**src/rtl/apb4_pkg.sv**
```systemverilog
// ============================================================================
// Module   : apb4_pkg
// Purpose  : Shared APB4 types and constants for the command-driven master.
// Revision : 1.0
// ============================================================================
`default_nettype none

package apb4_pkg;

  typedef enum logic [1:0] {
    ST_IDLE   = 2'd0,
    ST_SETUP  = 2'd1,
    ST_ACCESS = 2'd2,
    ST_RESP   = 2'd3
  } apb_state_e;

  localparam logic [2:0] c_pprot_idle = 3'b000;

  localparam int unsigned c_apb_aw = 32;
  localparam int unsigned c_apb_dw = 32;

  typedef struct packed {
    logic                    write;
    logic [c_apb_aw-1:0]     addr;
    logic [c_apb_dw-1:0]     wdata;
    logic [c_apb_dw/8-1:0]   strb;
    logic [2:0]              prot;
  } apb_cmd_t;

  typedef struct packed {
    logic [c_apb_dw-1:0]     rdata;
    logic                    err;
    logic                    tout;
  } apb_rsp_t;

endpackage

`default_nettype wire

```
**src/rtl/apb4_wdog_cnt.sv**
```systemverilog
// ============================================================================
// Module   : apb4_wdog_cnt
// Purpose  : Saturating wait-state counter; hit flags the cycle whose wait
//            brings the count to MAX (never fires when MAX is 0).
// Revision : 1.0
// ============================================================================
`default_nettype none

module apb4_wdog_cnt #(
  parameter int unsigned MAX = 255
) (
  input  logic clk_i,
  input  logic rst_n_i,
  input  logic clr_i,
  input  logic en_i,
  output logic hit_o
);

  localparam int unsigned   c_w   = (MAX == 0) ? 1 : $clog2(MAX + 1);
  localparam logic [c_w-1:0] c_max = c_w'(MAX);

  logic [c_w-1:0] cnt_q;
  logic [c_w-1:0] cnt_d;

  always_comb begin
    cnt_d = cnt_q;
    if (clr_i) begin
      cnt_d = '0;
    end else if (en_i && (cnt_q != c_max)) begin
      cnt_d = cnt_q + 1'b1;
    end
  end

  always_ff @(posedge clk_i or negedge rst_n_i) begin
    if (!rst_n_i) begin
      cnt_q <= '0;
    end else begin
      cnt_q <= cnt_d;
    end
  end

  generate
    if (MAX == 0) begin : g_off
      assign hit_o = 1'b0;
    end else begin : g_on
      localparam logic [c_w-1:0] c_last = c_w'(MAX - 1);
      assign hit_o = en_i && (cnt_q >= c_last);
    end
  endgenerate

endmodule

`default_nettype wire

```
**src/rtl/apb4_cmd_master.sv**
```systemverilog
// ============================================================================
// Module   : apb4_cmd_master
// Purpose  : Valid/ready command stream to single APB4 transfers, with a
//            PREADY watchdog and a valid/ready response stream.
// Revision : 1.0
// ============================================================================
`default_nettype none

module apb4_cmd_master
  import apb4_pkg::*;
#(
  parameter int unsigned ADDR_WIDTH = 32,
  parameter int unsigned DATA_WIDTH = 32,
  parameter int unsigned TIMEOUT    = 255
) (
  input  logic                    clk_i,
  input  logic                    rst_n_i,
  input  logic                    req_valid_i,
  output logic                    req_ready_o,
  input  logic                    req_write_i,
  input  logic [ADDR_WIDTH-1:0]   req_addr_i,
  input  logic [DATA_WIDTH-1:0]   req_wdata_i,
  input  logic [DATA_WIDTH/8-1:0] req_strb_i,
  input  logic [2:0]              req_prot_i,
  output logic                    rsp_valid_o,
  input  logic                    rsp_ready_i,
  output logic [DATA_WIDTH-1:0]   rsp_rdata_o,
  output logic                    rsp_err_o,
  output logic                    rsp_tout_o,
  output logic [ADDR_WIDTH-1:0]   paddr_o,
  output logic [2:0]              pprot_o,
  output logic                    psel_o,
  output logic                    penable_o,
  output logic                    pwrite_o,
  output logic [DATA_WIDTH-1:0]   pwdata_o,
  output logic [DATA_WIDTH/8-1:0] pstrb_o,
  input  logic [DATA_WIDTH-1:0]   prdata_i,
  input  logic                    pready_i,
  input  logic                    pslverr_i
);

  localparam int unsigned c_strb_w = DATA_WIDTH / 8;

  apb_state_e              state_q,     state_d;
  logic                    req_ready_q, req_ready_d;
  logic                    psel_q,      psel_d;
  logic                    penable_q,   penable_d;
  logic                    pwrite_q,    pwrite_d;
  logic [ADDR_WIDTH-1:0]   paddr_q,     paddr_d;
  logic [2:0]              pprot_q,     pprot_d;
  logic [DATA_WIDTH-1:0]   pwdata_q,    pwdata_d;
  logic [c_strb_w-1:0]     pstrb_q,     pstrb_d;
  logic                    rsp_valid_q, rsp_valid_d;
  logic [DATA_WIDTH-1:0]   rsp_rdata_q, rsp_rdata_d;
  logic                    rsp_err_q,   rsp_err_d;
  logic                    rsp_tout_q,  rsp_tout_d;

  logic w_wd_clr;
  logic w_wd_en;
  logic w_wd_hit;

  // Counter is cleared while in SETUP so it reads zero on the first ACCESS cycle.
  assign w_wd_clr = (state_q == ST_SETUP);
  assign w_wd_en  = (state_q == ST_ACCESS) && !pready_i;

  apb4_wdog_cnt #(
    .MAX (TIMEOUT)
  ) u_wdog (
    .clk_i   (clk_i),
    .rst_n_i (rst_n_i),
    .clr_i   (w_wd_clr),
    .en_i    (w_wd_en),
    .hit_o   (w_wd_hit)
  );

  always_comb begin
    state_d     = state_q;
    req_ready_d = req_ready_q;
    psel_d      = psel_q;
    penable_d   = penable_q;
    pwrite_d    = pwrite_q;
    paddr_d     = paddr_q;
    pprot_d     = pprot_q;
    pwdata_d    = pwdata_q;
    pstrb_d     = pstrb_q;
    rsp_valid_d = rsp_valid_q;
    rsp_rdata_d = rsp_rdata_q;
    rsp_err_d   = rsp_err_q;
    rsp_tout_d  = rsp_tout_q;

    case (state_q)
      ST_IDLE: begin
        if (req_valid_i) begin
          state_d     = ST_SETUP;
          req_ready_d = 1'b0;
          psel_d      = 1'b1;
          pwrite_d    = req_write_i;
          paddr_d     = req_addr_i;
          pprot_d     = req_prot_i;
          pwdata_d    = req_write_i ? req_wdata_i : '0;
          pstrb_d     = req_write_i ? req_strb_i  : '0;
        end
      end
      ST_SETUP: begin
        state_d   = ST_ACCESS;
        penable_d = 1'b1;
      end
      ST_ACCESS: begin
        // w_wd_hit is gated by !pready_i, so a late PREADY still completes normally.
        if (pready_i || w_wd_hit) begin
          state_d     = ST_RESP;
          rsp_valid_d = 1'b1;
          rsp_err_d   = pready_i ? pslverr_i : 1'b1;
          rsp_tout_d  = !pready_i;
          rsp_rdata_d = (pready_i && !pwrite_q) ? prdata_i : '0;
          psel_d      = 1'b0;
          penable_d   = 1'b0;
          pwrite_d    = 1'b0;
          paddr_d     = '0;
          pprot_d     = c_pprot_idle;
          pwdata_d    = '0;
          pstrb_d     = '0;
        end
      end
      ST_RESP: begin
        if (rsp_ready_i) begin
          state_d     = ST_IDLE;
          req_ready_d = 1'b1;
          rsp_valid_d = 1'b0;
          rsp_rdata_d = '0;
          rsp_err_d   = 1'b0;
          rsp_tout_d  = 1'b0;
        end
      end
      default: begin
        state_d = ST_IDLE;
      end
    endcase
  end

  always_ff @(posedge clk_i or negedge rst_n_i) begin
    if (!rst_n_i) begin
      state_q     <= ST_IDLE;
      req_ready_q <= 1'b1;
      psel_q      <= 1'b0;
      penable_q   <= 1'b0;
      pwrite_q    <= 1'b0;
      paddr_q     <= '0;
      pprot_q     <= c_pprot_idle;
      pwdata_q    <= '0;
      pstrb_q     <= '0;
      rsp_valid_q <= 1'b0;
      rsp_rdata_q <= '0;
      rsp_err_q   <= 1'b0;
      rsp_tout_q  <= 1'b0;
    end else begin
      state_q     <= state_d;
      req_ready_q <= req_ready_d;
      psel_q      <= psel_d;
      penable_q   <= penable_d;
      pwrite_q    <= pwrite_d;
      paddr_q     <= paddr_d;
      pprot_q     <= pprot_d;
      pwdata_q    <= pwdata_d;
      pstrb_q     <= pstrb_d;
      rsp_valid_q <= rsp_valid_d;
      rsp_rdata_q <= rsp_rdata_d;
      rsp_err_q   <= rsp_err_d;
      rsp_tout_q  <= rsp_tout_d;
    end
  end

  assign req_ready_o = req_ready_q;
  assign psel_o      = psel_q;
  assign penable_o   = penable_q;
  assign pwrite_o    = pwrite_q;
  assign paddr_o     = paddr_q;
  assign pprot_o     = pprot_q;
  assign pwdata_o    = pwdata_q;
  assign pstrb_o     = pstrb_q;
  assign rsp_valid_o = rsp_valid_q;
  assign rsp_rdata_o = rsp_rdata_q;
  assign rsp_err_o   = rsp_err_q;
  assign rsp_tout_o  = rsp_tout_q;

endmodule

`default_nettype wire

```
**config.mk**
```make
export PLATFORM = sky130hd
export DESIGN_NAME = apb4_cmd_master
export DESIGN_NICKNAME = d
export VERILOG_FILES = /design/src/rtl/apb4_pkg.sv /design/src/rtl/apb4_wdog_cnt.sv /design/src/rtl/apb4_cmd_master.sv
export SDC_FILE = /design/constraint.sdc
export NUM_CORES = 1
export LEC_CHECK = 0
export CAP_MARGIN = 20
export CORE_ASPECT_RATIO = 1.25
export CORE_MARGIN = 3
export CORE_UTILIZATION = 35
export DETAILED_ROUTE_END_ITERATION = 8
export DONT_BUFFER_PORTS = 1
export PLACE_DENSITY_LB_ADDON = 0.08
export SLEW_MARGIN = 30
export SYNTH_ARGS = -nofsm -noshare
export SYNTH_HDL_FRONTEND = slang
export SYNTH_SLANG_ARGS = --single-unit
```
**constraint.sdc**
```tcl
create_clock -name clk_i -period 2.4 [get_ports clk_i]
set_input_delay 0.48 -clock clk_i [delete_from_list [all_inputs] [get_ports clk_i]]
set_output_delay 0.48 -clock clk_i [all_outputs]
set_load 0.02 [all_outputs]
```
### Word level (Yosys, flattened, before mapping)

Index checks and enable logic that the tools add are counted.

* add/sub/neg operators: 1
* magnitude comparators: 1
* eq/ne operators: 7
* muxes and demuxes: 40
* reductions and logical operators: 18

Operators by type and width (count)
* $mux W32: 7
* $pmux W32 S2: 3
* $mux W8: 2
* $pmux W1 S2: 7
* $mux W4: 3
* $reduce_and A3 Y1: 4
* $mux W1: 10
* $reduce_bool A2 Y1: 5
* $add A8 B1 Y8 const B: 1
* $ge A8 B8 Y1 const B: 1
* $ne A8 B8 Y1 const B: 1
* $pmux W2 S4: 1
* $pmux W4 S2: 1
* $mux W2: 3
* $mux W3: 2
* $pmux W3 S2: 1
* $eq A2 B2 Y1 const B: 2
* $logic_and A1 B1 Y1: 4
* $ne A2 B2 Y1 const B: 2
* $eq A2 B1 Y1 const B: 1
* $logic_not A1 Y1: 2
* $logic_not A2 Y1: 1
* $ne A2 B1 Y1 const B: 1
* $reduce_and A2 Y1: 1
* $logic_or A1 B1 Y1: 1

* flip-flop bits (word level): 120
* bits of input ports: 110

### Longest topological paths before layout

Gate-level depths: netlist of run 1.

* depth in word-level cells: 6
* depth in mapped cells: 8
* gate-level depth less buffers: 5

### By module

A second synthesis of run 1 with hierarchy kept.

* cell total of the unflattened synthesis: 482
* area, all modules: 5326.4 um^2

By module, submodules not included
* apb4_cmd_master: instances 1, cells each 430, area each 4795.8 um^2, seq. area each 2803.9 um^2
* apb4_wdog_cnt: instances 1, cells each 52, area each 530.5 um^2, seq. area each 200.2 um^2

### Worst setup path before layout of run 1

Ideal clock, no wire load.

* path type: register -> register
* from: reg state_q[0]
* to: reg paddr_q[4] (netlist: paddr_o[4])
* setup time: 147 ps
* data arrival time: 1545 ps
* required time: 2253 ps
* setup slack: 708 ps
* cell stages (with the launch flop): 9
* period minus slack after synthesis: 1692 ps
* cells stage by stage: dfrtp_1 -> inv_1 -> ha_1 -> buf_4 -> buf_2 -> buf_2 -> and3b_1 -> o21ai_0 -> o311ai_0

* longest elaborated chain between the ends: 6
* elaborated cells between the ends (all ways): 10
* classes of those cells: eq/ne: 3; mux: 1; reduce/logical: 6

RTL lines
* start: declaration: RTL line apb4_cmd_master.sv:44 `apb_state_e state_q, state_d;`
* start signal: assignment: RTL line apb4_cmd_master.sv:157 `state_q <= state_d;`
* $eq A2 B2 Y1: RTL line apb4_cmd_master.sv:64, apb4_cmd_master.sv:91
* $logic_and A1 B1 Y1: RTL line apb4_cmd_master.sv:64 `assign w_wd_en = (state_q == ST_ACCESS) && !pready_i;`
* $logic_and A1 B1 Y1: RTL line apb4_wdog_cnt.sv:47 `assign hit_o = en_i && (cnt_q >= c_last);`
* $logic_or A1 B1 Y1: RTL line apb4_cmd_master.sv:110 `if (pready_i || w_wd_hit) begin`
* $ne A2 B1 Y1 (no line)
* $reduce_and A3 Y1 (no line)
* end signal: assignment: RTL line apb4_cmd_master.sv:162 `paddr_q <= paddr_d;`
* end: declaration: RTL line apb4_cmd_master.sv:49 `logic [ADDR_WIDTH-1:0] paddr_q, paddr_d;`

Parallel ways exist; a longest one is shown, timed or not.
A chain may end at the register's enable or synchronous reset.

### Worst setup path in the final report of run 1

* from: reg state_q[0]
* to: reg pwdata_q[28] (netlist: pwdata_o[28])

* longest elaborated chain between the ends: 6
* elaborated cells between the ends (all ways): 10
* classes of those cells: eq/ne: 3; mux: 1; reduce/logical: 6

RTL lines
* $eq A2 B2 Y1: RTL line apb4_cmd_master.sv:64, apb4_cmd_master.sv:91
* $logic_and A1 B1 Y1: RTL line apb4_cmd_master.sv:64
* $logic_and A1 B1 Y1: RTL line apb4_wdog_cnt.sv:47
* $logic_or A1 B1 Y1: RTL line apb4_cmd_master.sv:110
* $ne A2 B1 Y1 (no line)
* $reduce_and A3 Y1 (no line)
* end signal: assignment: RTL line apb4_cmd_master.sv:164 `pwdata_q <= pwdata_d;`
* end: declaration: RTL line apb4_cmd_master.sv:51 `logic [DATA_WIDTH-1:0] pwdata_q, pwdata_d;`

Parallel ways exist; a longest one is shown, timed or not.

==> flow_summary.toml, run 1 <==
[timing]
fin_hold_ws_ns = -0.235
fin_skew_ns = 0.0115
tns_ns = 0
min_period_ns = 2.15
rsz0062_at_grt = "no"
worst_pin_slew_ns = 0.859
timing.fmax_mhz = 465
finalCritPeriodShare_pct = 89.7
hold_viol = 120
relSlewSlack_pct = 42.6
slew_viol_final = 0
finalSetupViolations = 0

[placed_design]
dp_hpwl_mm = 12.4
io_buffers = 0
place_inst = 976
gp_congestion = 0.730
place_area_um2 = 7280

[routing]
drcViolationCount = 0
drtIter0Drc = 291
via_count = 5716
postRouteAntennaNets = 0
dr.pass1.iters = 6
viasPerCell = 5.67
post_drt_wl_per_cell_um = 20.0
finalWirelength_mm = 20.1

[clocking]
cts.sinks = 120
cts_setup_buffers = 0
root_buffer = "clkbuf_16"
postCtsResizedCells = 0
clk_pin_slew_ns = 0.06
clock_latency_ns = 0.41
htreeDepth = 4
clk_path_buf_depth = 2
numCtsBuffers = 17
cts_tree = "yes"

[logic_synthesis]
ys.flop_type = "dfrtp_1"
synth_fa_ha_area_share_pct = 1.05
synth.distinct_cells = 48
synth_top_family_by_area = "compound AO/OA/AOI/OAI gates"
yosysSeqAreaShare_pct = 42.0
synthXorXnorAreaFrac_pct = 0
yosys_warnings = 0
postSynthAreaPerCell_um2 = 9.23
synth-simple-area-share_pct = 22.9
synth_edf_count = 0
synth_compound_area_share_pct = 24.5
netlist_instances = 776
synthesis.nets = 892
syn-cell-area_um2 = 7160
muxShareOfSynthArea_pct = 0.594
synth_seq_cells = 120
synthArstFlopShare_pct = 100

[power_and_ir_drop]
p_leak_uw = 0.00356
powerDensity_nw_per_um2 = 1280
peakVddDrop_uv = 516

[setup_path]
rr_worst_depth = 6
critPathMostFrequentCell = "buf_4"
cp_cell_sequence = "inv_1 > ha_2 > buf_4 > nand2b_2 > buf_4 > o311ai_0"
crit_slowest_cell = "buf_4"
critPathLaunchType = "register"
required_ns = 2.65
ff2ff_setup_slack_ns = 0.25
r2r_end = "pwdata_o[28]"
cp_slowest_stage_delay_ns = 0.65
cp_max_fo = 72
endpoint_kind = "register"
critPathKind = "register to register"
reg2reg_from = "state_q[0]"
arrival_ns = 2.40

[cells_and_area]
n_fill_cell = 2000
area.growth.synth_to_final_pct = 9.75
final_cells = 1009
layout-drive-gt1-share_pct = 6.88
multi_input_area_um2 = 3550
nets = 846
fin_area_um2 = 7860
register_area_um2 = 3000

[floorplanning]
die_area_um2 = 22200
rows = 57
core_area_um2 = 19800
initial_core_util_pct = 36.2
die_h_um = 166
ioPinCount = 220
die_w_um = 134

[global_routing]
grt_pass1_vias = 5684
grt_max_degree = 149
grt_overflow = 0
gr-usage-all-layers_pct = 17.9
antenna_found_initial = 7
grt_pass1_wl_mm = 32.3

[worst_hold_path]
hold_class = "primary input to async pin"

[run]
maxCapViolations = 0

[status]
outcome = "complete, but fails checks"
violations = "negative hold slack"
==> worst max path at each step <==
stage | start | end | slack, ns | cells after the start
6_report | state_q[0] | pwdata_o[28] | 0.25 | 6
5_1_grt | state_q[0] | pwdata_o[26] | 0.07 | 6
4_1_cts | state_q[0] | paddr_o[14] | 0.23 | 6
3_5_place_dp | state_q[0] | pwdata_o[28] | 0.21 | 6
3_3_place_gp | state_q[0] | pwdata_o[4] | 0.33 | 6
2_1_floorplan | state_q[0] | paddr_o[4] | 0.71 | 8
==> layout make-up <==
class                           instances  share of cell area (%)
Sequential cell                       120                    38.2
Multi-Input combinational cell        503                    45.2
Clock buffer                           22                    6.04
Clock inverter                          8                    1.24
Inverter                               78                    3.73
Tap cell                              265                    4.22
Antenna cell                            3                  0.0955
Timing Repair Buffer                   10                    1.27
==> layer usage <==
layer	vias up	track usage (%)	part of all wire [%]	wire length, um
li1	2701	-	-	-
met2	192	28.6	47	9440
met5	-	0	0.18	37
met1	2785	21.7	42	8450
met3	30	7.45	9.3	1880
met4	8	6.40	1.7	340
==> cell families after synthesis <==
group | Yosys count
AND/OR/NAND/NOR | 253
AO/OA/AOI/OAI | 240
buffers and inverters | 153
flip-flops | 120
adder cells (fa/ha/maj) | 6
multiplexers | 4
==> state kept, by name, summed over array words and instances (netlist names), 2 cells and up <==
register      cells
paddr_o          32
pprot_o           3
pstrb_o           4
pwdata_o         32
rsp_rdata_o      32
state_q           2
u_wdog.cnt_q      8
==> metrics by stage <==
stage / hold slack [ns] / power [uW] / setup WS [ns] / util (%)
3_3_place_gp: 0.188 / 7500 / 0.333 / 36.8
5_1_grt: -0.261 / 10800 / 0.0740 / 39.8
2_1_floorplan: 0.184 / 6750 / 0.708 / -
3_5_place_dp: 0.188 / 7660 / 0.211 / 36.8
4_1_cts: -0.264 / 10200 / 0.225 / 39.7
6_report: -0.235 / 10100 / 0.247 / 39.8
==> Yosys cell counts (all sizes together), types with 2 or more instances <==
cell	count	area share [%]
a21o	33	3.5
a21oi	7	0.49
a22o	32	3.9
a311oi	4	0.49
a31oi	4	0.35
and2	2	0.17
and3	2	0.17
and3b	37	4.5
and4b	38	5.3
buf	28	2.4
clkbuf	47	2.5
dfrtp	119	42
ha	6	1.0
inv	78	4.1
mux2	2	0.31
mux2i	2	0.28
nand2	75	3.9
nand2b	6	0.52
nand3	3	0.38
nor2	5	0.30
nor2b	77	6.7
nor3	2	0.21
o211ai	2	0.28
o21ai	74	5.2
o21bai	2	0.21
o311ai	75	9.2
==> worst max-delay path: cells and delay by family (launching register included) <==
family                     cells  cell delay (ns)
DFF                            1             0.39
and+or+nand+nor                1             0.10
AOI/OAI and AO/OA              1             0.26
buffers and inverters          3             0.98
adders and majority gates      1             0.23
==> cells in the final DEF (no fill, tap or decap), types with 2 or more instances in the layout <==
| master | synthesis | final |
|---|---|---|
| bufinv_16 | 0 | 2 |
| o311ai_0 | 46 | 46 |
| clkbuf_8 | 0 | 3 |
| clkinvlp_4 | 0 | 3 |
| dfrtp_1 | 119 | 119 |
| o21bai_1 | 2 | 2 |
| mux2_2 | 2 | 2 |
| clkbuf_1 | 44 | 2 |
| ha_1 | 6 | 4 |
| o311ai_1 | 29 | 29 |
| buf_12 | 0 | 2 |
| a21o_1 | 33 | 33 |
| buf_4 | 2 | 8 |
| and4b_1 | 38 | 38 |
| ha_2 | 0 | 2 |
| nand2_1 | 75 | 75 |
| inv_1 | 78 | 78 |
| o21ai_0 | 74 | 74 |
| and2_1 | 2 | 2 |
| nand3_1 | 2 | 2 |
| a31oi_1 | 4 | 4 |
| and3b_1 | 37 | 37 |
| diode_2 | 0 | 3 |
| a22o_1 | 32 | 32 |
| clkbuf_16 | 0 | 17 |
| nor2b_1 | 77 | 77 |
| a311oi_1 | 4 | 4 |
| and3_1 | 2 | 2 |
| nand2b_1 | 6 | 5 |
| nor2_1 | 4 | 4 |
| clkinv_2 | 0 | 3 |
| a21oi_1 | 7 | 7 |
==> power breakdown <==
part / total [uW] / switching [uW] / internal (uW)
clock: 2510 / 916 / 1590
sequential: 4300 / 1580 / 2730
combinational: 3270 / 1810 / 1460
total: 10100 / 4300 / 5780
No activity file was read; power rests on OpenSTA's default activity.
==> run 2, diff against run 1 <==
--- a/config.mk
+++ b/config.mk
@@ -6,9 +6,11 @@
 export NUM_CORES = 1
 export LEC_CHECK = 0
 export CAP_MARGIN = 20
+export CELL_PAD_IN_SITES_DETAIL_PLACEMENT = 1
+export CELL_PAD_IN_SITES_GLOBAL_PLACEMENT = 2
 export CORE_ASPECT_RATIO = 1.25
 export CORE_MARGIN = 3
-export CORE_UTILIZATION = 35
+export CORE_UTILIZATION = 38
 export DETAILED_ROUTE_END_ITERATION = 8
 export DONT_BUFFER_PORTS = 1
 export PLACE_DENSITY_LB_ADDON = 0.08
==> run 2 against run 1 <==
Against the previous run: the flow still finishes with violations (negative hold slack); sequential share of layout area shrank 0.14 points; critical endpoint is now pwdata_o[16]; maximum frequency grew 2.7%; highest routed layer is now met4; via count grew 2.7%.
==> flow_summary.toml, run 2 (synthesized netlist as in run 1, its figures left out) <==
[clocking]
root_buffer = "clkbuf_16"
cts.sinks = 120
clock_latency_ns = 0.42
cts_tree = "yes"
clk_pin_slew_ns = 0.06
htreeDepth = 4
numCtsBuffers = 17
clk_path_buf_depth = 2
cts_setup_buffers = 0

[timing]
worst_pin_slew_ns = 0.619
hold_viol = 120
finalCritPeriodShare_pct = 87.4
timing.fmax_mhz = 477
min_period_ns = 2.10
tns_ns = 0
rsz0062_at_grt = "no"
relSlewSlack_pct = 58.8
fin_hold_ws_ns = -0.238
finalSetupViolations = 0
fin_skew_ns = 0.0107
slew_viol_final = 0
setup_ws_ns = 0.304

[cells_and_area]
n_fill_cell = 2071
postLayoutCoreUtil_pct = 43.1
layout-drive-gt1-share_pct = 7.37
nets = 850
final_cells = 980
area.growth.synth_to_final_pct = 10.2
layout_common_cells = "dfrtp_1 (119), inv_1 (78), nor2b_1 (77)"
layout_commonest_cell = "dfrtp_1"

[routing]
post_drt_wl_per_cell_um = 22.2
viasPerCell = 5.99
postRouteAntennaNets = 0
dr.pass1.iters = 4
finalWirelength_mm = 21.7
via_count = 5870
drtIter0Drc = 245
drcViolationCount = 0

[setup_path]
cp_max_fo = 25
cp_slowest_stage_delay_ns = 0.50
critPathKind = "register to register"
arrival_ns = 2.37
crit_slowest_cell = "ha_2"
required_ns = 2.67
rr_worst_depth = 6
reg2reg_from = "state_q[0]"
ff2ff_setup_slack_ns = 0.30
critPathLaunch = "state_q[0]"
cp_cell_sequence = "inv_1 > ha_2 > buf_4 > and4b_1 > o21ai_0 > o311ai_1"
r2r_end = "pwdata_o[16]"
critPathLaunchType = "register"
endpoint_kind = "register"

[power_and_ir_drop]
total_power_uw = 10400
seqPwrFrac_pct = 41.5
powerDensity_nw_per_um2 = 1310
sw_frac_of_total_pct = 42.6
p_leak_uw = 0.00360
peakVddDrop_uv = 605
clkPwrFrac_pct = 25.2
p_sw_uw = 4420
combPwrFrac_pct = 33.3
p_int_uw = 5940

[floorplanning]
ioPinCount = 220
die_w_um = 129
initial_core_util_pct = 39.1
rows = 55
die_area_um2 = 20500
die_h_um = 159
core_area_um2 = 18300

[placed_design]
dp_hpwl_mm = 13.6
gp_congestion = 0.714
io_buffers = 0
place_inst = 943
dpl_worst_slack_ns = 0.285

[global_routing]
grt_pass1_vias = 6367
grt_pass1_wl_mm = 35.0
antenna_found_initial = 6
grt_overflow = 0
grt_max_degree = 149
gr-usage-all-layers_pct = 21.0

[run]
maxCapViolations = 0

[status]
violations = "negative hold slack"
outcome = "complete, but fails checks"

[worst_hold_path]
hold_class = "primary input to async pin"
[run 2: timing repair]
action | CTS | global route
gates resized for setup | 0 | 0
hold endpoints to repair | 120 | 120
endpoints found under the setup margin | 0 | 0
[run 2: metal layers]
metal  GRT usage, %  share of wire, %  vias to the layer above
li1               -                 -                     2713
met1           24.6                41                     2980
met5              0                 0                        -
met4           4.73              0.93                        0
met2           35.7                50                      164
met3           8.52               7.8                       13
[run 2: final cells by class]
| class | count | area (um2) | share of cell area (%) |
|---|---|---|---|
| Clock buffer | 22 | 464 | 5.89 |
| Inverter | 78 | 293 | 3.71 |
| Tap cell | 228 | 285 | 3.62 |
| Clock inverter | 9 | 124 | 1.57 |
| Timing Repair Buffer | 14 | 143 | 1.81 |
| Multi-Input combinational cell | 503 | 3560 | 45.1 |
| Sequential cell | 120 | 3000 | 38.1 |
| Antenna cell | 6 | 15.0 | 0.190 |
[run 2: worst max path at each step]
stage	to	slack, ns	cells after the start
global route	pwdata_o[25]	0.10	6
floorplan	paddr_o[4]	0.71	8
detailed placement	pwdata_o[24]	0.29	6
CTS	pwdata_o[16]	0.26	6
finish	pwdata_o[16]	0.30	6
global placement	pwdata_o[0]	0.38	6
[run 2: through the flow]
stage / area, um2 / hold WS (ns)
after floorplan: 7160 / 0.184
after global placement: 7280 / 0.188
after detailed placement: 7280 / 0.189
after CTS: 7870 / -0.261
after global routing: 7880 / -0.267
final: 7890 / -0.238
[run 2: critical path: cells and delay by family, from the launching register on]
family / cells / cell delay, ns
fa+ha+maj: 1 / 0.50
simple gates: 1 / 0.24
flops: 1 / 0.41
buf+inv: 2 / 0.48
compound gates: 2 / 0.33
[run 2: power groups by stage]
stage	registers, uW	clock network (uW)	logic, uW
2_1_floorplan	4060	0	2690
3_3_place_gp	4300	0	3340
3_5_place_dp	4340	0	3520
4_1_cts	4320	2680	3530
5_1_grt	4430	2780	3910
6_report	4300	2610	3450
